$ cat config.mk
export PLATFORM = sky130hd
export DESIGN_NAME = bit4_serial_subtractor_flat
export DESIGN_NICKNAME = d
export VERILOG_FILES = /design/src/rtl/bit4_serial_subtractor_if.sv /design/src/rtl/bit4_serial_subtractor.sv /design/src/flat_wrapper.sv
export SDC_FILE = /design/constraint.sdc
export NUM_CORES = 1
export LEC_CHECK = 0
export BUFFER_PORTS_ARGS = -buffer_cell sky130_fd_sc_hd__buf_4
export CORE_MARGIN = 5
export CORE_UTILIZATION = 48
export CTS_BUF_LIST = sky130_fd_sc_hd__clkbuf_16
export DETAILED_ROUTE_END_ITERATION = 10
export PLACE_DENSITY = 0.75
export SETUP_SLACK_MARGIN = 0.02
export SYNTH_ARGS = -nofsm -noshare
export SYNTH_HDL_FRONTEND = slang
export SYNTH_SLANG_ARGS = --single-unit
$ cat constraint.sdc
create_clock -name clk -period 1.3 [get_ports clk]
set_input_delay 0.065 -clock clk [delete_from_list [all_inputs] [get_ports clk]]
set_output_delay 0.065 -clock clk [all_outputs]
set_load 0.01 [all_outputs]
$ cat src/rtl/bit4_serial_subtractor_if.sv
// Handshake/data bundle for the bit-serial subtractor.
//   start      : request, sampled only while the subtractor is idle
//   A, B       : minuend / subtrahend, captured on the accepting edge
//   busy       : high while bits are being processed
//   done       : one-cycle completion pulse
//   D, Bout    : registered difference and borrow out, held until next completion
// master = requester side, slave = subtractor side.
interface bit4_serial_subtractor_if #(
    parameter int WIDTH = 4
);
    logic             start;
    logic [WIDTH-1:0] A;
    logic [WIDTH-1:0] B;
    logic             busy;
    logic             done;
    logic [WIDTH-1:0] D;
    logic             Bout;

    modport master (
        output start, A, B,
        input  busy, done, D, Bout
    );

    modport slave (
        input  start, A, B,
        output busy, done, D, Bout
    );
endinterface

$ cat src/rtl/bit4_serial_subtractor.sv
// Bit-serial subtractor: D = A - B (mod 2^WIDTH), one bit per clock, LSB
// first, with borrow out Bout = (A < B) unsigned.
// Ports:
//   clk    : rising-edge clock
//   rst_n  : asynchronous active-low reset, clears state and results
//   bus    : slave side of bit4_serial_subtractor_if (start/A/B in,
//            busy/done/D/Bout out)
// Timing: start accepted at edge 0, busy for WIDTH cycles, done pulse in
// cycle WIDTH+1, back in IDLE in cycle WIDTH+2.
module bit4_serial_subtractor #(
    parameter int WIDTH = 4
) (
    input  logic                    clk,
    input  logic                    rst_n,
    bit4_serial_subtractor_if.slave bus
);
    localparam int CW = $clog2(WIDTH);

    typedef enum logic [1:0] {
        IDLE = 2'd0,
        RUN  = 2'd1,
        DONE = 2'd2
    } state_t;

    state_t           state_reg, state_next;
    logic [WIDTH-1:0] a_sh_reg, a_sh_next;
    logic [WIDTH-1:0] b_sh_reg, b_sh_next;
    // Holds the WIDTH-1 difference bits already produced; the final bit is
    // concatenated on top when the result is committed to D.
    logic [WIDTH-2:0] r_sh_reg, r_sh_next;
    logic             br_reg, br_next;
    logic [CW-1:0]    cnt_reg, cnt_next;
    logic [WIDTH-1:0] d_reg, d_next;
    logic             bout_reg, bout_next;

    logic             d_bit;
    logic             br_bit;
    logic [WIDTH-1:0] r_full;

    always_ff @(posedge clk or negedge rst_n) begin
        if (!rst_n) begin
            state_reg <= IDLE;
            a_sh_reg  <= '0;
            b_sh_reg  <= '0;
            r_sh_reg  <= '0;
            br_reg    <= 1'b0;
            cnt_reg   <= '0;
            d_reg     <= '0;
            bout_reg  <= 1'b0;
        end else begin
            state_reg <= state_next;
            a_sh_reg  <= a_sh_next;
            b_sh_reg  <= b_sh_next;
            r_sh_reg  <= r_sh_next;
            br_reg    <= br_next;
            cnt_reg   <= cnt_next;
            d_reg     <= d_next;
            bout_reg  <= bout_next;
        end
    end

    always_comb begin
        // Full-subtractor cell for the current bit position.
        d_bit  = a_sh_reg[0] ^ b_sh_reg[0] ^ br_reg;
        br_bit = (~a_sh_reg[0] & b_sh_reg[0]) |
                 (~(a_sh_reg[0] ^ b_sh_reg[0]) & br_reg);
        r_full = {d_bit, r_sh_reg};

        state_next = state_reg;
        a_sh_next  = a_sh_reg;
        b_sh_next  = b_sh_reg;
        r_sh_next  = r_sh_reg;
        br_next    = br_reg;
        cnt_next   = cnt_reg;
        d_next     = d_reg;
        bout_next  = bout_reg;

        case (state_reg)
            IDLE: begin
                if (bus.start) begin
                    a_sh_next  = bus.A;
                    b_sh_next  = bus.B;
                    r_sh_next  = '0;
                    br_next    = 1'b0;
                    cnt_next   = '0;
                    state_next = RUN;
                end
            end
            RUN: begin
                a_sh_next = a_sh_reg >> 1;
                b_sh_next = b_sh_reg >> 1;
                r_sh_next = r_full[WIDTH-1:1];
                br_next   = br_bit;
                cnt_next  = cnt_reg + CW'(1);
                if (cnt_reg == CW'(WIDTH - 1)) begin
                    // Last bit: commit result and the final borrow.
                    d_next     = r_full;
                    bout_next  = br_bit;
                    state_next = DONE;
                end
            end
            DONE: begin
                state_next = IDLE;
            end
            default: begin
                state_next = IDLE;
            end
        endcase
    end

    assign bus.busy = (state_reg == RUN);
    assign bus.done = (state_reg == DONE);
    assign bus.D    = d_reg;
    assign bus.Bout = bout_reg;
endmodule
$ cat src/flat_wrapper.sv
// flat-port wrapper written by rule: the top's interface ports become plain ports
module bit4_serial_subtractor_flat 
#(
    parameter int WIDTH = 4
)
  (clk, rst_n, bus_start, bus_A, bus_B, bus_busy, bus_done, bus_D, bus_Bout);
  bit4_serial_subtractor_if #(.WIDTH(WIDTH)) bus_i ();
  input  logic clk;
  input  logic rst_n;
  input wire logic [$bits(bus_i.start)-1:0] bus_start;
  input wire logic [$bits(bus_i.A)-1:0] bus_A;
  input wire logic [$bits(bus_i.B)-1:0] bus_B;
  output wire logic [$bits(bus_i.busy)-1:0] bus_busy;
  output wire logic [$bits(bus_i.done)-1:0] bus_done;
  output wire logic [$bits(bus_i.D)-1:0] bus_D;
  output wire logic [$bits(bus_i.Bout)-1:0] bus_Bout;
  assign bus_i.start = bus_start;
  assign bus_i.A = bus_A;
  assign bus_i.B = bus_B;
  assign bus_busy = bus_i.busy;
  assign bus_done = bus_i.done;
  assign bus_D = bus_i.D;
  assign bus_Bout = bus_i.Bout;
  bit4_serial_subtractor #(.WIDTH(WIDTH)) u_core (.clk(clk), .rst_n(rst_n), .bus(bus_i));
endmodule
**Word level (Yosys, flattened, before mapping)**

Index checks and enable logic that the tools add are counted.

- Add/subtract/negate cells: 1
- Eq/ne operators: 5
- Multiplexer cells: 13
- Bitwise logic cells: 7
- Reduce and logical (&&, ||, !) cells: 5

Operators with widths:

| kind | number |
|---|---|
| case mux 4 bit (2 select lines) | 2 |
| two-way mux 4 bit | 2 |
| case mux 2 bit (2 select lines) | 2 |
| two-way mux 2 bit | 3 |
| case mux 3 bit (2 select lines) | 1 |
| AND reduction 2 bit | 3 |
| equality test 2 bit (second input constant) | 2 |
| two-way mux 3 bit | 1 |
| adder 2 x 1 -> 2 bit (second input constant) | 1 |
| bitwise AND 1 bit | 2 |
| equality test 2 x 1 -> 1 bit (second input constant) | 1 |
| logical NOT 2 bit | 1 |
| inequality test 2 x 1 -> 1 bit (second input constant) | 1 |
| inequality test 2 bit (second input constant) | 1 |
| inverter 1 bit | 2 |
| case mux 1 bit (2 select lines) | 1 |
| nonzero test 2 bit | 1 |
| bitwise XOR 1 bit | 2 |
| two-way mux 1 bit | 1 |
| OR 1 bit | 1 |

- Flip-flop bits (word level): 21
- Output and inout bits: 7
- Word-level logic and storage cells: 39

**Longest topological paths before layout**

- Depth after elaboration: 5
- Gate-level depth with buffers: 4
- Gate-level depth less buffers: 4

**Worst setup path before layout**

No wires, ideal clock.

- Path kind: reg-to-reg
- From: register u_core.b_sh_reg[0]
- To: register u_core.d_reg[3], in the netlist u_core.bus.D[3]
- Library setup time: 0.128 ns
- Data arrival time: 1.114 ns
- Required time: 1.172 ns
- Path slack: 0.058 ns
- Stages on the path, launching flop included: 4
- Path buffers: 0
- Period minus slack after synthesis: 1.242 ns
- Path through: dfrtp_1 inv_1 fa_1 mux2_1

- Word-level cells in the longest chain between the ends: 2

RTL lines:

| element | RTL line | source |
|---|---|---|
| start, declared | bit4_serial_subtractor.sv:27 | `logic [WIDTH-1:0] b_sh_reg, b_sh_next;` |
| start signal, assigned | bit4_serial_subtractor.sv:53 | `b_sh_reg <= b_sh_next;` |
| bitwise XOR 1 bit (2 in a row) | bit4_serial_subtractor.sv:64 | `d_bit = a_sh_reg[0] ^ b_sh_reg[0] ^ br_reg;` |
| named net u_core.d_bit | bit4_serial_subtractor.sv:36 | `logic d_bit;` |
| end signal, assigned | bit4_serial_subtractor.sv:57 | `d_reg <= d_next;` |
| end, declared | bit4_serial_subtractor.sv:33 | `logic [WIDTH-1:0] d_reg, d_next;` |

The timed path passes the listed nets, and every way through them passes these cells.
A chain may end at the register's enable or synchronous reset.

**Worst setup path after layout**

Ends and elaborated chain as after synthesis.

==> metrics <==
status=finished, final reports clean; relative slew slack=72.6%; Area Growth Syn to Fin=26.5%; Ports=18; reg-to-reg slack, setup=0.03 ns; core area=2000 um^2; Reg area=527 um^2; Top FF cell, synth=dfrtp_1; critical path depth in cells=3; wire length of the first global-routing pass=3220 um; top-count cell post-synth=dfrtp_1; largest net degree at the start of global routing=22; DRT iter0 DRCs=3; # rows=16; Worst-Margin Slew=0.410 ns; hold_sp=bus_A[1]; Yosys warnings=0; Final Cycle Share=97.4%; WL per Instance=14.4 um; Total Routing Usage GR=12.6%; CTS Buf Count=3; drt drc=0; Crit path buffers/inverters=1; Multi-input gate area=427 um^2; crit end category=register; port bufs=17; Post-Route WL=1780 um; top cells by area, synth=dfrtp_1 51%, mux2_1 5.5%, a22o_1 4.3%; Worst VDD drop=1.39 mV; Worst Path Max Fanout=2; vias in the first global route=751; Fin. Hold Viols=0; Worst EP arrival=1.40 ns; Vias=653; Sinks on Clock Net=21; RePlAce Congestion=0.703; Initial Utilization=51.0%; Mapped Nets=88; Post-Syn Instances=75; CP max stage delay=0.49 ns; area share of the largest cell type after synthesis=51.5%; critical path launch point type=register; f_max=790 MHz; CP max stage cell=fa_1; Setup Fix Bufs, Post-CTS=0; delay-heaviest family, CP=adder cells; FF+latch count, synth=21; Final Critical Period=1.27 ns; DIE AREA=3150 um^2; gr ovfl total=0; kind of critical path=reg2reg; CTS root buf=clkbuf_16; layout cells sized above 1=43.3%; CTS H-Tree Depth=1; dpl cell area=1190 um^2; FF-to-FF path depth=3; clock slew at reported path FFs=0.06 ns; die height=56.1 um; Mean Syn Cell Area=13.6 um^2; P_leak=0.606 nW; Post-DP HPWL=1270 um; fin area=1290 um^2; reg2reg start=u_core.b_sh_reg[0]; antenna violations before repair=0; EDFF count, synth=0; Critical Path RT=1.43 ns; Final Core Density=64.5%; CTS tree=done; CTS Buffer Depth=2; via/cell ratio=5.27; # fillers=168; die extent in x=56.1 um; Hold EP=u_core.a_sh_reg[1]; Pins Over Slew Limit=0; n_diodes=0; Initial DRT Pass Iterations=2; number of antenna-violating nets in the routed design=0; crit-path cells=inv_2 -> fa_1 -> mux2_4; Mapped Area=1020 um^2; top post-synthesis cells by count=21 x dfrtp_1, 10 x inv_1, 5 x a22o_1, 5 x mux2_1; reg2reg end=u_core.bus.D[3]; Max-Cap Viols=0; cell taking the most area after synthesis=dfrtp_1; clk_skew=0.00358 ns; hold path cells=3; synth unique cells=25; Final setup viols=0; PD cells=2510 nW/um^2; post-synthesis sequential area ratio=51.5%; nets=111; later-pin clock latency in the skew report=0.25 ns; Hold WC Path Type=in2reg; FFs w/ async S/R, synth=100%; RSZ-0062 raised after global routing=true
## stage by stage
| stage | worst slack [ns] | hold slack (ns) | setup TNS [ns] | instances | total power [mW] |
|---|---|---|---|---|---|
| detailed placement | 0.0185 | -0.0379 | 0 | 119 | 2.59 |
| finish | 0.0344 | 0.103 | 0 | 124 | 3.24 |
| CTS | 0.0125 | 0.105 | 0 | 124 | 3.26 |
| floorplan | 0.0584 | -0.231 | 0 | 75 | 2.19 |
| global placement | 0.0428 | -0.0406 | 0 | 119 | 2.53 |
| global route | -0.0162 | 0.124 | -0.0162 | 124 | 3.49 |
## cells in the final DEF (no fill, tap or decap)
cell type and n:
a221oi_2 2, buf_12 1, mux2_4 1, nor4bb_1 1, ha_2 1, nor4b_1 3
dlygate4sd3_1 1, inv_1 9, a211oi_1 1, dfrtp_2 1, o311ai_1 1, mux2_1 4
nand4bb_1 1, nand2_1 1, a211oi_2 3, nor2b_1 1, a21o_1 1, fa_1 1
inv_2 2, buf_4 21, nor3b_1 4, a22o_1 5, a21oi_1 1, nor4b_2 3
nor2b_2 1, mux2_2 1, clkbuf_16 3, o21bai_4 1, nand3b_4 1, dfrtp_1 20
## timing repair
action                                 in CTS  in global routing
gates cloned                                0                  0
gates resized for setup                     3                  4
endpoints found under the hold margin      21                  0
pin swaps                                   1                  1
setup endpoints to repair                   2                  4
hold buffers                                1                  0
## where the power goes
part | internal [mW] | switching (mW)
clock network | 0.409 | 0.214
registers | 0.960 | 0.196
logic | 0.806 | 0.656
## tightest hold or removal path, delay by kind of cell
kind | cells | cell delay, ns
AND/OR/NAND/NOR | 1 | 0.04
buffers and inverters | 1 | 0.08
AO/OA/AOI/OAI | 1 | 0.12
## worst max-delay path by stage
stage                        from              end  slack (ns)
2_1_floorplan  u_core.b_sh_reg[0]  u_core.bus.D[3]        0.06
3_3_place_gp   u_core.b_sh_reg[0]  u_core.bus.D[3]        0.04
3_5_place_dp   u_core.b_sh_reg[0]  u_core.bus.D[3]        0.02
4_1_cts             u_core.br_reg  u_core.bus.D[3]        0.01
5_1_grt        u_core.b_sh_reg[0]  u_core.bus.D[3]       -0.02
6_report       u_core.b_sh_reg[0]  u_core.bus.D[3]        0.03
## cells by family after synthesis
| group | count (synthesis) | share of synthesized area [%] |
|---|---|---|
| buffers and inverters | 15 | 8.21 |
| AO/OA/AOI/OAI | 15 | 15.6 |
| flip-flops | 21 | 51.5 |
| AND/OR/NAND/NOR | 16 | 15.0 |
| multiplexers | 6 | 6.62 |
| adder cells (fa/ha/maj) | 2 | 3.19 |
## metal layers
metal	up-vias	track usage (%)	part of all wire [%]
met5	-	0	0
met4	0	3.05	0
met3	0	3.25	5.0
met2	13	22.4	52
met1	323	15.0	43
li1	317	-	-
## layout make-up
class                   instances  area share, %
clock buffers                   3           5.81
clock inverters                 1          0.291
inverters                      10           2.91
multi-input cells              39           33.0
flip-flops and latches         21           40.8
well taps                      27           2.62
repair buffers                 23           14.5
Power figures use the tool's default switching activity.
